$ cat config.mk
export PLATFORM = sky130hd
export DESIGN_NAME = eeg_epoch_sequencer
export DESIGN_NICKNAME = d
export VERILOG_FILES = /design/src/rtl/eeg_epoch_sequencer.sv
export SDC_FILE = /design/constraint.sdc
export NUM_CORES = 1
export LEC_CHECK = 0
export BUFFER_PORTS_ARGS = -buffer_cell sky130_fd_sc_hd__buf_2
export CELL_PAD_IN_SITES_DETAIL_PLACEMENT = 1
export CELL_PAD_IN_SITES_GLOBAL_PLACEMENT = 1
export CORE_ASPECT_RATIO = 0.7
export CORE_UTILIZATION = 41
export DETAILED_ROUTE_END_ITERATION = 8
export PLACE_DENSITY_LB_ADDON = 0.1
export SKIP_LAST_GASP = 1
export SYNTH_ARGS = -nofsm -noshare
export SYNTH_HDL_FRONTEND = slang
export SYNTH_SLANG_ARGS = --single-unit
export TNS_END_PERCENT = 50
$ cat constraint.sdc
create_clock -name clk -period 2.8 [get_ports clk]
set_input_delay 0.14 -clock clk [delete_from_list [all_inputs] [get_ports clk]]
set_output_delay 0.14 -clock clk [all_outputs]
set_load 0.1 [all_outputs]
$ cat src/rtl/eeg_epoch_sequencer.sv
// eeg_epoch_sequencer: captures one sleep epoch of ADC EEG samples into the
// intermediate-results memory (converted to compute fixed-point on the way in)
// and launches inference on the CiM compute engine on each new sleep epoch.
// Optional compute watchdog: define SEQ_WATCHDOG_EN.
module eeg_epoch_sequencer #(
    parameter int NUM_SAMPLES   = 3000,
    parameter int EEG_BASE_ADDR = 0,
    parameter int FRAC_BITS     = 5,
    parameter int WDT_CYCLES    = 1 << 20,
    parameter int ADDR_W        = 16
) (
    input  logic              clk,
    input  logic              rst_n,
    input  logic              start_eeg_load,
    input  logic              new_eeg_data,
    input  logic [15:0]       eeg,
    input  logic              new_sleep_epoch,
    output logic              inference_complete,
    output logic              wr_req,
    input  logic              wr_gnt,
    output logic [ADDR_W-1:0] wr_addr,
    output logic [21:0]       wr_data,
    output logic [1:0]        wr_width,
    output logic              compute_start,
    input  logic              compute_done,
    output logic              busy,
    output logic              overrun,
    output logic              wdt_timeout
);

    localparam int ADC_W = 16;
    localparam int FX_W  = 22;
    localparam int CNT_W = $clog2(NUM_SAMPLES + 1);
    localparam logic [1:0] SINGLE_WIDTH = 2'd0;

    typedef enum logic [2:0] {
        S_IDLE  = 3'd0,
        S_LOAD  = 3'd1,
        S_READY = 3'd2,
        S_INFER = 3'd3,
        S_DONE  = 3'd4
    } state_t;

    // Zero-extend, shift into fixed-point, clamp to the largest positive code.
    function automatic logic [FX_W-1:0] adc_to_fx(input logic [ADC_W-1:0] code);
        logic [63:0] wide;
        logic [63:0] fx_max;
        wide   = 64'(code) << FRAC_BITS;
        fx_max = (64'd1 << (FX_W - 1)) - 64'd1;
        if (wide > fx_max) begin
            adc_to_fx = fx_max[FX_W-1:0];
        end else begin
            adc_to_fx = wide[FX_W-1:0];
        end
    endfunction

    state_t            state_q, state_d;
    logic [CNT_W-1:0]  cnt_q, cnt_d, cnt_adv_s;
    logic              wr_req_q, wr_req_d;
    logic [ADDR_W-1:0] wr_addr_q, wr_addr_d;
    logic [FX_W-1:0]   wr_data_q, wr_data_d;
    logic              overrun_q, overrun_d;
    logic              compute_start_q, compute_start_d;
    logic              inference_complete_q, inference_complete_d;
    logic              busy_q, busy_d;
    logic              granted_s;
`ifdef SEQ_WATCHDOG_EN
    localparam int WDT_W = $clog2(WDT_CYCLES + 1);
    logic [WDT_W-1:0]  wdt_cnt_q, wdt_cnt_d;
    logic              wdt_timeout_q, wdt_timeout_d;
`endif

    // Next-state, write-port and flag logic for the epoch sequencer.
    always_comb begin
        state_d              = state_q;
        cnt_d                = cnt_q;
        cnt_adv_s            = cnt_q;
        wr_req_d             = wr_req_q;
        wr_addr_d            = wr_addr_q;
        wr_data_d            = wr_data_q;
        overrun_d            = overrun_q;
        compute_start_d      = 1'b0;
        inference_complete_d = 1'b0;
        granted_s            = wr_req_q && wr_gnt;
`ifdef SEQ_WATCHDOG_EN
        wdt_cnt_d            = wdt_cnt_q;
        wdt_timeout_d        = wdt_timeout_q;
`endif
        case (state_q)
            S_IDLE: begin
                if (start_eeg_load) begin
                    state_d   = S_LOAD;
                    cnt_d     = '0;
                    overrun_d = 1'b0;
`ifdef SEQ_WATCHDOG_EN
                    wdt_timeout_d = 1'b0;
`endif
                end else begin
                    state_d = S_IDLE;
                end
            end
            S_LOAD: begin
                // A grant retires the held sample and frees the holding register.
                if (granted_s) begin
                    cnt_adv_s = cnt_q + CNT_W'(1);
                    wr_req_d  = 1'b0;
                end else begin
                    cnt_adv_s = cnt_q;
                end
                if (new_eeg_data) begin
                    if (wr_req_q && !wr_gnt) begin
                        overrun_d = 1'b1;
                    end else if (cnt_adv_s < CNT_W'(NUM_SAMPLES)) begin
                        wr_req_d  = 1'b1;
                        wr_addr_d = ADDR_W'(EEG_BASE_ADDR) + ADDR_W'(cnt_adv_s);
                        wr_data_d = adc_to_fx(eeg);
                    end else begin
                        // Epoch already complete: no slot for this sample.
                        overrun_d = 1'b1;
                    end
                end else begin
                    overrun_d = overrun_q;
                end
                cnt_d = cnt_adv_s;
                if (granted_s && (cnt_q == CNT_W'(NUM_SAMPLES - 1))) begin
                    state_d = S_READY;
                end else begin
                    state_d = S_LOAD;
                end
            end
            S_READY: begin
                if (new_eeg_data) begin
                    overrun_d = 1'b1;
                end else begin
                    overrun_d = overrun_q;
                end
                if (new_sleep_epoch) begin
                    state_d         = S_INFER;
                    compute_start_d = 1'b1;
`ifdef SEQ_WATCHDOG_EN
                    wdt_cnt_d       = '0;
`endif
                end else begin
                    state_d = S_READY;
                end
            end
            S_INFER: begin
                if (new_eeg_data) begin
                    overrun_d = 1'b1;
                end else begin
                    overrun_d = overrun_q;
                end
                if (compute_done) begin
                    state_d              = S_DONE;
                    inference_complete_d = 1'b1;
                end
`ifdef SEQ_WATCHDOG_EN
                else if (wdt_cnt_q == WDT_W'(WDT_CYCLES - 1)) begin
                    state_d       = S_IDLE;
                    wdt_timeout_d = 1'b1;
                end else begin
                    wdt_cnt_d = wdt_cnt_q + WDT_W'(1);
                end
`else
                else begin
                    state_d = S_INFER;
                end
`endif
            end
            S_DONE: begin
                if (new_eeg_data) begin
                    overrun_d = 1'b1;
                end else begin
                    overrun_d = overrun_q;
                end
                // Re-arm for the next epoch immediately; flags stay sticky.
                state_d = S_LOAD;
                cnt_d   = '0;
            end
            default: begin
                state_d  = S_IDLE;
                wr_req_d = 1'b0;
            end
        endcase
        busy_d = (state_d != S_IDLE);
    end

    // State and registered outputs; async reset abandons any pending write.
    always_ff @(posedge clk or negedge rst_n) begin
        if (!rst_n) begin
            state_q              <= S_IDLE;
            cnt_q                <= '0;
            wr_req_q             <= 1'b0;
            wr_addr_q            <= '0;
            wr_data_q            <= '0;
            overrun_q            <= 1'b0;
            compute_start_q      <= 1'b0;
            inference_complete_q <= 1'b0;
            busy_q               <= 1'b0;
`ifdef SEQ_WATCHDOG_EN
            wdt_cnt_q            <= '0;
            wdt_timeout_q        <= 1'b0;
`endif
        end else begin
            state_q              <= state_d;
            cnt_q                <= cnt_d;
            wr_req_q             <= wr_req_d;
            wr_addr_q            <= wr_addr_d;
            wr_data_q            <= wr_data_d;
            overrun_q            <= overrun_d;
            compute_start_q      <= compute_start_d;
            inference_complete_q <= inference_complete_d;
            busy_q               <= busy_d;
`ifdef SEQ_WATCHDOG_EN
            wdt_cnt_q            <= wdt_cnt_d;
            wdt_timeout_q        <= wdt_timeout_d;
`endif
        end
    end

    assign wr_req             = wr_req_q;
    assign wr_addr            = wr_addr_q;
    assign wr_data            = wr_data_q;
    assign wr_width           = SINGLE_WIDTH;
    assign overrun            = overrun_q;
    assign compute_start      = compute_start_q;
    assign inference_complete = inference_complete_q;
    assign busy               = busy_q;
`ifdef SEQ_WATCHDOG_EN
    assign wdt_timeout        = wdt_timeout_q;
`else
    assign wdt_timeout        = 1'b0;
`endif

endmodule

==> metrics.md <==
| Metric | Value |
|---|---|
| TritonCTS clock tree | done |
| Synthesized netlist cell count | between 200 and 250 |
| Pin slew with the least headroom to its limit | 619 ps |
| Synthesized flop and latch total | 47 |
| Number of ports placed on the die boundary | 69 |
| Power per cell area | between 800 and 900 nW/um^2 |
| Initial Util | 0.439 |
| Reg2Reg Launch Point | cnt_q[0] |
| Worst slack, placed | ~180 ps |
| Timing-limited maximum frequency | 394 MHz |
| Share of cells above drive strength 1 | 0.357 |
| Wire length of the first global-routing pass | 9770 um |
| Drt wl/cell | around 16 um |
| Number of synthesized flops with an enable pin | 0 |
| First-pass iteration count of the detailed router | 4 |
| Dpl hpwl | 4510 um |
| Setup slack of the most critical reg-to-reg path | 260 ps |
| Final-report max-slew violation count | 0 |
| Synth area leader | sky130_fd_sc_hd__dfrtp_1 |
| Commonest register cell after synthesis | sky130_fd_sc_hd__dfrtp_1 |
| Fillcell total | 666 |
| Setup violation total in the final timing report | 0 |
| Core area | 5930 um^2 |
| Antenna diode instance count | 0 |
| Vias in the first global route | just under 2000 |
| Syn_area_per_cell | 11.0 um^2 |
| Maximum root-to-sink buffer count | 2 |
| Via count | around 2000 |
| Setup repair after global routing missed its margin | false |
| Maximum Capacitance Violations | 0 |
| Final worst path period share | 0.907 |
| Async S/R FF share, synth | 1.00 |
| R2r worst-path depth | 8 |
| Type of the worst min-delay path | in -> reg |
| Routed wire length | 5960 um |
| Register area share after synthesis | 0.452 |
| Hold Path Origin | eeg[3] |
| Layout Nets | 314 |
| Slew HR | 0.587 |
| End of the worst register-to-register path | wr_addr[3] |
| Total global routing track utilization | 0.191 |
| Data required time of the worst path | 2990 ps |
| CP bufs+invs | 1 |
| Top-count cell post-synth | sky130_fd_sc_hd__dfrtp_1 |
| Area of the die | 6680 um^2 |
| Die span in y | 68.7 um |
| Clock skew after layout | 11.5 ps |
| Total length of routed met3 wires | roughly 260 um |
| Final period demand of the worst path | 2540 ps |
| Initial antenna violation count | 0 |
| Max layer used | met4 |
| Site Rows | 23 |
| Maximum number of pins on one net before global-route repair | 33 |
| End point of the worst hold path | wr_data[8] |
| CTS HTree Levels | 2 |
| Final weighted congestion of routability-driven global placement | 0.824 |
| Routed length on met1 | 3070 um |
| Cell area reported after detailed placement | 2870 um^2 |
| Die span in x | 97.2 um |
| Category of cells accounting for the largest share of critical-path delay | compound AO/OA/AOI/OAI gates |
| Post-synth design cell area | 2600 um^2 |
| Crit path largest cell delay | 460 ps |
| Startpoint types | flip-flop |
| Cell types with the largest area share after synthesis | sky130_fd_sc_hd__dfrtp_1 (45%), sky130_fd_sc_hd__mux2_4 (12%), sky130_fd_sc_hd__buf_4 (5.2%) |
| Static Leakage | 1.47 nW |
| Crit Path Class | reg -> reg |
| Outcome | finished, final reports clean |
| Iteration-0 DRC Markers | approximately 130 |
| Met2 WL post-DR | 2590 um |
| Clock transition at path regs | around 100 ps |
| Ordered list of cells on the worst path | ha_1 > and4_2 > nor2_1 > o31a_1 > a211oi_2 > a21o_1 > buf_4 > mux2_4 |
| Count of cells along the worst hold path | 2 |
| Final setup margin | 259 ps |
| Overall overflow remaining after global route | 0 |
| Number of nets with antenna violations after routing | 0 |
| I/O Buffers | 55 |
| Detailed-route DRC error count | 0 |
| Share of the synthesized area in the top cell type | 0.452 |
| Critical-path top delay cell | sky130_fd_sc_hd__dfrtp_1 |
| Final standard cell area without fillers | 3000 um^2 |
| Post-detailed-route via-to-cell ratio | around 5.3 |
| Clock sinks | 47 |
| Layout-stage area growth over the synthesis result | 15.3% |
| Number of hold violations in the final report | 0 |
| Root Buffer Master | sky130_fd_sc_hd__clkbuf_8 |
| Clock latency on the worst-skew pair | 300 ps |
| Total clock buffers created by CTS | 5 |
| Setup total negative slack | 0 ps |
| Number of unique standard cell types used by synthesis | between 50 and 60 |
| IR Drop Worst-Case VDD | about 0.48 mV |
| Syn. warnings | 0 |
| Highest net fanout along the worst path | 10 |
| Nature of the critical path endpoint | flip-flop |
| Most instantiated cells after synthesis | sky130_fd_sc_hd__dfrtp_1 (47), sky130_fd_sc_hd__mux2_4 (20), sky130_fd_sc_hd__o21ai_0 (19) |
| Worst Path Arrival | 2730 ps |
-- power breakdown --
part           internal (mW)  leakage (nW)  switching (mW)  total (mW)
clock network          0.269        0.0548           0.244       0.513
registers              0.780         0.596          0.0824       0.863
logic                  0.245         0.818           0.876        1.12
total                   1.29          1.47            1.20        2.50
-- sequential cells by signal, summed over array words and instances (netlist names) --
name / cells
busy: 1
cnt_q: 12
compute_start: 1
inference_complete: 1
overrun: 1
state_q: 2
wr_addr: 12
wr_data: 16
wr_req: 1
-- area by class of cell --
| class | instances | area, um^2 | area share |
|---|---|---|---|
| Clock buffer | 5 | 68.8 | 0.0229 |
| Sequential cell | 47 | 1180 | 0.392 |
| Clock inverter | 3 | 46.3 | 0.0154 |
| Inverter | 4 | 15.0 | 0.00500 |
| Multi-Input combinational cell | 167 | 1230 | 0.411 |
| Tap cell | 75 | 93.8 | 0.0313 |
| Timing Repair Buffer | 65 | 365 | 0.122 |
-- timing repair --
| item | 4_1_cts | 5_1_grt |
|---|---|---|
| resized for setup | 0 | 1 |
| hold buffers | 1 | 0 |
| endpoints found under the hold margin | 15 | 0 |
| endpoints found under the setup margin | 0 | 6 |
| buffers inserted | 0 | 0 |
-- kinds of logic after synthesis --
logic type,after synthesis,share of synthesized area
XOR/XNOR,12,0.0404
AND/OR/NAND/NOR,61,0.130
flip-flops,47,0.452
buffers and inverters,34,0.0918
multiplexers,29,0.153
adder cells (fa/ha/maj),1,0.00481
other,1,0.00144
AO/OA/AOI/OAI,51,0.126
-- worst max path at each step --
stage | start | end | slack, ps | cells after the start
after floorplan | wr_req | wr_addr[0] | 290 | 9
after global placement | cnt_q[0] | wr_addr[0] | 270 | 8
after detailed placement | cnt_q[0] | wr_addr[3] | 180 | 8
after CTS | cnt_q[0] | wr_addr[3] | 160 | 8
after global routing | cnt_q[0] | wr_addr[7] | 80 | 8
final | cnt_q[0] | wr_addr[3] | 260 | 8
-- routing by layer --
| layer | track usage | vias to the layer above |
|---|---|---|
| met2 | 0.294 | 53 |
| met3 | 0.0393 | 5 |
| li1 | - | 922 |
| met1 | 0.274 | 974 |
| met5 | 0 | - |
| met4 | 0.0551 | 0 |
-- cells in the final DEF (no fill, tap or decap), types with 2 or more instances in the layout --
cell type and n:
sky130_fd_sc_hd__mux2_2 7, sky130_fd_sc_hd__a21oi_1 9, sky130_fd_sc_hd__conb_1 13, sky130_fd_sc_hd__nand3_1 3, sky130_fd_sc_hd__nand4_1 4, sky130_fd_sc_hd__a21o_1 2
sky130_fd_sc_hd__a22oi_1 2, sky130_fd_sc_hd__inv_1 4, sky130_fd_sc_hd__and2_1 3, sky130_fd_sc_hd__buf_2 55, sky130_fd_sc_hd__a32o_1 2, sky130_fd_sc_hd__clkbuf_8 5
sky130_fd_sc_hd__nand2_1 16, sky130_fd_sc_hd__nor2_1 10, sky130_fd_sc_hd__o21ai_0 19, sky130_fd_sc_hd__and4_1 2, sky130_fd_sc_hd__nor4b_1 2, sky130_fd_sc_hd__nand2b_1 2
sky130_fd_sc_hd__o21bai_1 2, sky130_fd_sc_hd__nor2b_1 3, sky130_fd_sc_hd__nor3b_1 2, sky130_fd_sc_hd__xnor2_1 7, sky130_fd_sc_hd__mux2_4 20, sky130_fd_sc_hd__buf_4 8
sky130_fd_sc_hd__and3_1 4, sky130_fd_sc_hd__nand3b_1 2, sky130_fd_sc_hd__dfrtp_1 46, sky130_fd_sc_hd__xor2_1 5, sky130_fd_sc_hd__o31ai_1 5, sky130_fd_sc_hd__mux2i_1 2
-- per-stage QoR --
| step | utilization | power [mW] | hold slack (ps) | instances |
|---|---|---|---|---|
| 2_1_floorplan | - | 1.82 | -156 | 248 |
| 3_3_place_gp | 0.485 | 1.98 | 79.4 | 357 |
| 3_5_place_dp | 0.485 | 2.00 | 84.8 | 357 |
| 4_1_cts | 0.506 | 2.52 | 46.7 | 366 |
| 5_1_grt | 0.506 | 2.61 | 41.7 | 366 |
| 6_report | 0.506 | 2.50 | 57.8 | 366 |
Note: power is estimated with default switching activity, not from simulation.
